File: config.mk
export PLATFORM = sky130hd
export DESIGN_NAME = wb_mem_arbiter_2m
export DESIGN_NICKNAME = d
export VERILOG_FILES = /design/src/rtl/wb_arb_pkg.sv /design/src/rtl/wb_arb_timeout.sv /design/src/rtl/wb_mem_arbiter_2m.sv
export SDC_FILE = /design/constraint.sdc
export NUM_CORES = 1
export LEC_CHECK = 0
export ABC_AREA = 1
export BUFFER_PORTS_ARGS = -buffer_cell sky130_fd_sc_hd__buf_2
export CELL_PAD_IN_SITES_DETAIL_PLACEMENT = 1
export CELL_PAD_IN_SITES_GLOBAL_PLACEMENT = 1
export CORE_AREA = 2 2 126 128
export DETAILED_ROUTE_END_ITERATION = 12
export DIE_AREA = 0 0 128 130
export GPL_TIMING_DRIVEN = 0
export PLACE_DENSITY_LB_ADDON = 0.15
export SLEW_MARGIN = 40
export SYNTH_ARGS = -nofsm -noshare
export SYNTH_HDL_FRONTEND = slang
export SYNTH_SLANG_ARGS = --single-unit
File: constraint.sdc
create_clock -name clk -period 1.9 [get_ports clk]
set_input_delay 0.095 -clock clk [delete_from_list [all_inputs] [get_ports clk]]
set_output_delay 0.095 -clock clk [all_outputs]
set_load 0.02 [all_outputs]
File: src/rtl/wb_arb_pkg.sv
// wb_arb_pkg: shared state encoding and timeout counter sizing for the two-master arbiter
package wb_arb_pkg;
  localparam logic [1:0] IDLE = 2'd0;
  localparam logic [1:0] OWN0 = 2'd1;
  localparam logic [1:0] OWN1 = 2'd2;
  // At least one bit so a disabled timeout (0) still yields a legal vector.
  function automatic int tmo_width(input int t);
    return t < 1 ? 1 : $clog2(t + 1);
  endfunction
endpackage

File: src/rtl/wb_arb_timeout.sv
// wb_arb_timeout: stalled-slave watchdog that forces a one-cycle ack after TIMEOUT unacked stb cycles
module wb_arb_timeout import wb_arb_pkg::*; #(
  parameter int TIMEOUT = 1024
) (
  input  logic clk,
  input  logic rst,
  input  logic active,
  input  logic stb,
  input  logic ack,
  output logic forced_ack
);
  localparam int W = tmo_width(TIMEOUT);
  localparam logic [W-1:0] LAST = W'(TIMEOUT > 0 ? TIMEOUT - 1 : 0);
  logic [W-1:0] cnt;
  // A real ack in the same cycle always beats the forced one.
  assign forced_ack = (TIMEOUT > 0) && active && stb && !ack && cnt == LAST;
  always_ff @(posedge clk or posedge rst)
    if (rst) cnt <= '0;
    else cnt <= (!active || !stb || ack || forced_ack) ? '0 : cnt + 1'b1;
endmodule

File: src/rtl/wb_mem_arbiter_2m.sv
// wb_mem_arbiter_2m: two-master round-robin wishbone arbiter onto one memory port,
// cycle-granular grants with an IDLE bubble between owners and a stalled-slave timeout.
module wb_mem_arbiter_2m import wb_arb_pkg::*; #(
  parameter int ADDR_WIDTH = 32,
  parameter int DATA_WIDTH = 32,
  parameter int TIMEOUT    = 1024
) (
  input  logic                    clk,
  input  logic                    rst,
  input  logic                    i_m0_we,
  input  logic                    i_m0_stb,
  input  logic                    i_m0_cyc,
  input  logic [DATA_WIDTH/8-1:0] i_m0_sel,
  input  logic [ADDR_WIDTH-1:0]   i_m0_adr,
  input  logic [DATA_WIDTH-1:0]   i_m0_dat,
  output logic [DATA_WIDTH-1:0]   o_m0_dat,
  output logic                    o_m0_ack,
  output logic                    o_m0_int,
  input  logic                    i_m1_we,
  input  logic                    i_m1_stb,
  input  logic                    i_m1_cyc,
  input  logic [DATA_WIDTH/8-1:0] i_m1_sel,
  input  logic [ADDR_WIDTH-1:0]   i_m1_adr,
  input  logic [DATA_WIDTH-1:0]   i_m1_dat,
  output logic [DATA_WIDTH-1:0]   o_m1_dat,
  output logic                    o_m1_ack,
  output logic                    o_m1_int,
  output logic                    o_mem_we,
  output logic                    o_mem_stb,
  output logic                    o_mem_cyc,
  output logic [DATA_WIDTH/8-1:0] o_mem_sel,
  output logic [ADDR_WIDTH-1:0]   o_mem_adr,
  output logic [DATA_WIDTH-1:0]   o_mem_dat,
  input  logic [DATA_WIDTH-1:0]   i_mem_dat,
  input  logic                    i_mem_ack,
  input  logic                    i_mem_int,
  output logic [1:0]              o_grant,
  output logic                    o_timeout
);
  logic [1:0] state, nxt;
  logic last_owner, g0, g1, own_stb, forced_ack;
  assign g0 = state == OWN0;
  assign g1 = state == OWN1;
  assign o_grant = state;
  // Owners always return to IDLE first; ties go to whoever did not own last.
  always_comb
    nxt = g0 ? (i_m0_cyc ? OWN0 : IDLE) :
          g1 ? (i_m1_cyc ? OWN1 : IDLE) :
          i_m0_cyc && i_m1_cyc ? (last_owner ? OWN0 : OWN1) :
          i_m0_cyc ? OWN0 : i_m1_cyc ? OWN1 : IDLE;
  always_ff @(posedge clk or posedge rst)
    if (rst) begin
      state <= IDLE;
      last_owner <= 1'b1;
    end else begin
      state <= nxt;
      if ((g0 || g1) && nxt == IDLE) last_owner <= g1;
    end
  assign own_stb = g0 ? i_m0_stb : g1 & i_m1_stb;
  wb_arb_timeout #(.TIMEOUT(TIMEOUT)) u_timeout (
    .clk(clk),
    .rst(rst),
    .active(g0 || g1),
    .stb(own_stb),
    .ack(i_mem_ack),
    .forced_ack(forced_ack)
  );
  assign o_mem_we  = g0 ? i_m0_we  : g1 & i_m1_we;
  assign o_mem_stb = own_stb;
  assign o_mem_cyc = g0 ? i_m0_cyc : g1 & i_m1_cyc;
  assign o_mem_sel = g0 ? i_m0_sel : g1 ? i_m1_sel : '0;
  assign o_mem_adr = g0 ? i_m0_adr : g1 ? i_m1_adr : '0;
  assign o_mem_dat = g0 ? i_m0_dat : g1 ? i_m1_dat : '0;
  assign o_m0_ack  = g0 & (i_mem_ack | forced_ack);
  assign o_m1_ack  = g1 & (i_mem_ack | forced_ack);
  assign o_m0_dat  = g0 && !forced_ack ? i_mem_dat : '0;
  assign o_m1_dat  = g1 && !forced_ack ? i_mem_dat : '0;
  assign o_m0_int  = i_mem_int;
  assign o_m1_int  = i_mem_int;
  assign o_timeout = forced_ack;
endmodule

# After elaboration in Yosys (flattened, before gate mapping)
# Index checks and enable logic that the tools add are counted.
# classes
n_addsub,1
eq_ne,3
mux,19
bitwise,6
reduce_logical,16
# op_table
cell,n
$mux 32,6
$mux 2,6
$add 11x1->11 const B,1
$eq 11x10->1 const B,1
$mux 11,1
$mux 4,2
$logic_and 1x1->1,7
$and 1x1->1,5
$logic_not 1->1,4
$logic_or 1x1->1,4
$mux 1,4
$eq 2x1->1 const B,1
$eq 2x2->1 const B,1
$logic_not 2->1,1
$or 1x1->1,1
# totals
ff_bits,14
word_cells,48

# Logic depth before layout (Yosys ltp)
# logic_depth
ltp_word,9
mapped_depth,10
ltp_nobuf,10

# By module
# A second synthesis with hierarchy kept.
# unflattened
cells_unflattened,445
area_unflattened_um2,2248.4
# modules_own_cells
module,instances,cells_per_inst,area_each_um2,seq_area_each_um2
wb_mem_arbiter_2m,1,375,1646.6,76.3
wb_arb_timeout,1,70,601.8,275.3

# Worst setup path before layout
# No wires, ideal clock.
# synth_timing
path_kind,register -> output
from,"reg state[0], in the netlist o_grant[0]"
to,out o_m0_ack
arrival_ps,1889
path_slack_ps,-84
stages_incl_launch_ff,8
cell_sequence,dfrtp_1 -> inv_1 -> ha_1 -> nor2_1 -> nand3_4 -> nor2_1 -> nor2_1 -> nor2_1
# synth_between
elab_chain_cells,8
# synth_lines
element,line,rtl
"start, declared",wb_mem_arbiter_2m.sv:40,"logic [1:0] state, nxt;"
"start signal, assigned",wb_mem_arbiter_2m.sv:56,state <= nxt;
$eq 2x2->1,wb_mem_arbiter_2m.sv:43,assign g1 = state == OWN1;
$and 1x1->1,wb_mem_arbiter_2m.sv:59,assign own_stb = g0 ? i_m0_stb : g1 & i_m1_stb;
$mux 1,wb_mem_arbiter_2m.sv:59,
$logic_and 1x1->1 (*) (3 in a row),wb_arb_timeout.sv:16,assign forced_ack = (TIMEOUT > 0) && active && stb && !ack && cnt == LAST;
named net o_timeout,wb_mem_arbiter_2m.sv:38,output logic o_timeout
$or 1x1->1 (*),wb_mem_arbiter_2m.sv:74,assign o_m0_ack = g0 & (i_mem_ack | forced_ack);
$and 1x1->1 (*),wb_mem_arbiter_2m.sv:74,
"end, declared",wb_mem_arbiter_2m.sv:17,"output logic o_m0_ack,"
# The timed path passes the listed nets; every way through them passes the cells marked *.

# Worst setup path in the final report
# layout_timing
from,"reg state[0], in the netlist o_grant[0]"
to,out o_m0_dat[14]
# layout_between
elab_chain_cells,9
# layout_lines
element,line,rtl
$eq 2x2->1,wb_mem_arbiter_2m.sv:43,
$and 1x1->1,wb_mem_arbiter_2m.sv:59,
$mux 1,wb_mem_arbiter_2m.sv:59,
$logic_and 1x1->1 (3 in a row),wb_arb_timeout.sv:16,
$logic_not 1->1,wb_mem_arbiter_2m.sv:76,assign o_m0_dat = g0 && !forced_ack ? i_mem_dat : '0;
$logic_and 1x1->1 (*),wb_mem_arbiter_2m.sv:76,
$mux 32 (*),wb_mem_arbiter_2m.sv:76,
"end, declared",wb_mem_arbiter_2m.sv:16,"output logic [DATA_WIDTH-1:0] o_m0_dat,"
# Mark *: on every way between the ends. The rest lies on a longest branch, timed or not.

==> results.md <==
Run status:
- The run finished, with violations left.
- The final reports fail on setup timing.

Die:
- The die outline area is 16600 um^2.
- The die is 130 um tall.
- The number of I/O pins is between 300 and 400.
- The core region is between 15000 and 20000 um^2.
- The floorplan has between 40 and 50 rows.
- The x dimension of the die is 128 um.
- Once the floorplan was initialized, standard cells occupied 14.7% of the core.

Layout:
- The layout-stage area growth over the synthesis result is 113%.
- The multi-input combinational cells in the finished layout cover a total of about 1700 um^2.
- The share of post-route cells with drive strength above 1 is between 50 and 60%.
- Counting the fill cells in the layout gives around 2.1k.
- Leaving out fill and tap cells, the most frequent cell in the layout is sky130_fd_sc_hd__buf_2.
- The count of nets after finishing is ~960.
- The top cell types in the final layout, fill and taps aside, are sky130_fd_sc_hd__buf_2, sky130_fd_sc_hd__nand2_1, sky130_fd_sc_hd__nand3_1, sky130_fd_sc_hd__nor2_1, sky130_fd_sc_hd__inv_1.
- Registers take approximately 350 um^2.

STA:
- Setup violations remaining at the end of the flow were counted as between 50 and 60.
- After routing, the total negative slack on setup checks comes to -2.30 ns.
- The actual slew at the worst max-slew pin is between 0.5 and 0.6 ns.
- Clock skew on the completed layout was measured at about 0.0043 ns.
- The worst slew slack as a fraction of its limit is a little over three fifths.
- Setup repair after global routing could not meet its margin everywhere.
- The part of the cycle the worst path needs is 104%.
- The number of slew-limit violations in the final report is 0.
- Across all hold checks on the routed design, the worst slack comes to between 0.15 and 0.2 ns.
- Across all setup checks in the final design, the least slack found is -0.0761 ns.
- The hold violation count in the final report is 0.
- Based on the critical path, the design can be clocked at up to roughly 500 MHz.
- The routed design could run at a clock period as short as roughly 2.0 ns.

Power:
- The power per cell area is roughly 850 nW/um^2.
- The analysis attributes to cell leakage a power of around 0.003 uW.
- The maximum vdd drop is approximately 0.3 mV.

Setup path:
- The worst setup path is launched from a flop.
- The largest driver fanout on the critical path is 6.
- At the worst endpoint, the arrival time is approximately 1.9 ns.
- STA puts the critical path data required time at approximately 1.8 ns.
- The cell with the largest stage delay on the worst path is sky130_fd_sc_hd__dfrtp_2.
- Traced cell by cell, the critical path runs through inv_4, ha_4, nor2_4, nand3_4, o21ai_4, buf_12, buf_8, nor2_2, buf_6.
- For this run, the slowest stage of the critical path takes 0.44 ns.
- STA classifies the critical path endpoint as an output port.
- The critical path in this run is classified as flop to output port.

Clock network:
- Clock tree synthesis inserted a total of 3 buffers.
- The number of sinks handled by clock tree synthesis is 14.
- The later pin in the worst-skew pair is clocked with a latency of roughly 0.24 ns.
- The post-CTS clock slew at the launch and capture registers of the worst setup and hold paths is about 0.040 ns.
- The clock passes through at most 2 buffers.
- The root buffer cell is sky130_fd_sc_hd__clkbuf_16.
- In this run the number of H-tree levels came out at 1.
- TritonCTS built the clock tree.

Global routing:
- The number of antenna violations at the first check in global routing is 1.
- Entering global routing, the biggest net connects 15 pins.
- The via count of the first global-routing pass is 4024.
- For this run, the total global-route usage over all layers was measured as 16.1%.
- The first global-routing pass estimated 21300 um of wire.
- Summed over all layers, the global routing overflow is 0.

Routing:
- The pre-antenna-repair detailed-routing pass consisted of 5 iterations.
- The detailed router placed approximately 4.1k vias in this run.
- The detailed-route DRC error count is 0.
- Once detail routing completed, the nets flagged for antenna violations numbered 0.
- The iteration-0 DRC count of the detailed router is roughly 130.
- Dividing the detail-routed wire length by the instance count gives 15.5 um.
- Using the TritonRoute via totals, the vias-per-cell ratio works out to between 4 and 5.
- The routed wire length is roughly 15000 um.

Logic synthesis:
- The mapped netlist covers around 2300 um^2.
- The average cell area after synthesis is approximately 5 um^2.
- The unique cell type count in the Yosys netlist is 26.
- The total number of yosys warnings is 0.
- Counting every instance in the synthesized netlist gives ~450.
- The number of nets in the synthesized netlist is about 630.
- The number of register bits inferred by synthesis is 14.
- The register area share after synthesis is approximately 16%.

Placement:
- At the placement stage, the worst setup path has a slack of -0.0461 ns.
- The number of buffers inserted by port buffering is between 300 and 400.
- Detailed placement finished with a half-perimeter wire length of ~13000 um.
- The final RePlAce weighted congestion is just under 0.8.

Job:
- The tool flagged a number of max-cap violations equal to 0.

Min path:
- The worst hold path belongs to the class input pin to flop.
stage by stage:
stage / power, uW / instances / area, um^2 / utilization (%)
floorplan: 2080 / 446 / 2260 / -
global placement: 3170 / 956 / 4100 / 26.6
detailed placement: 3210 / 956 / 4100 / 26.6
CTS: 3980 / 971 / 4610 / 29.9
global route: 4360 / 971 / 4810 / 31.2
finish: 4070 / 972 / 4810 / 31.2
layer usage:
layer	track usage, %	vias to the layer above	part of all wire (%)
li1	-	2018	-
met1	18.2	1899	38
met2	32.4	173	55
met3	2.75	6	6.2
met4	2.07	0	0.62
met5	0	-	0
cell type report:
type	count	share of cell area, %
flip-flops and latches	14	7.36
diodes	2	0.104
plain buffers	30	4.89
well taps	192	4.99
inverters	52	4.16
multi-input cells	349	36.1
clock buffers	4	1.64
repair buffers	329	40.7
path summary, 6_finish.rpt:
path,from,to,slack [ns],cells past startpoint
setup / recovery,o_grant[0],o_m0_dat[14],-0.08,9
hold / removal,i_m0_cyc,o_grant[1],0.17,4
setup reg to reg,o_grant[0],u_timeout.cnt[2],0.14,8
hold reg to reg,u_timeout.cnt[0],u_timeout.cnt[0],0.46,1
max in group asynchronous,rst,o_grant[1],1.05,3
min in group asynchronous,rst,u_timeout.cnt[6],0.45,3
cells in the mapped netlist, drive strengths merged:
| cell | instances | area, um^2 |
|---|---|---|
| a21oi | 1 | 5.00 |
| buf | 14 | 109 |
| clkbuf | 17 | 63.8 |
| dfrtp | 13 | 325 |
| dfstp | 1 | 26.3 |
| ha | 4 | 50.1 |
| inv | 52 | 195 |
| nand2 | 167 | 632 |
| nand3 | 74 | 395 |
| nand3b | 1 | 7.51 |
| nand4 | 2 | 12.5 |
| nor2 | 90 | 355 |
| nor3 | 1 | 5.00 |
| o21ai | 5 | 47.5 |
| o21bai | 1 | 7.51 |
| o31ai | 1 | 7.51 |
| xor2 | 2 | 17.5 |
where the power goes:
| group | internal [uW] | switching [uW] |
|---|---|---|
| combinational | 1230 | 2070 |
| clock | 283 | 118 |
| sequential | 333 | 29.5 |
state kept, by name (all words and copies together), names as in the netlist:
name / count
u_timeout.cnt: 11
last_owner: 1
o_grant: 2
cell families after synthesis:
| family | count (synthesis) | share of synthesized area [%] |
|---|---|---|
| AND/OR/NAND/NOR | 335 | 62.2 |
| AO/OA/AOI/OAI | 8 | 2.99 |
| adder cells (fa/ha/maj) | 4 | 2.21 |
| flip-flops | 14 | 15.5 |
| buffers and inverters | 83 | 16.3 |
| XOR/XNOR | 2 | 0.774 |
worst max-delay path, delay by kind of cell, from the launching register on:
family                     cells  cell delay [ns]
AOI/OAI and AO/OA              1             0.20
buffers and inverters          4             0.51
and+or+nand+nor                3             0.27
DFF                            1             0.44
adders and majority gates      1             0.20
timing repair:
item,4_1_cts,5_1_grt
gates resized for setup,112,79
cloned,3,0
setup endpoints to repair,136,137
setup buffers,7,1
pin swaps,5,3
hold endpoints to repair,13,0
hold buffers,1,0
No activity file was read; power rests on OpenSTA's default activity.
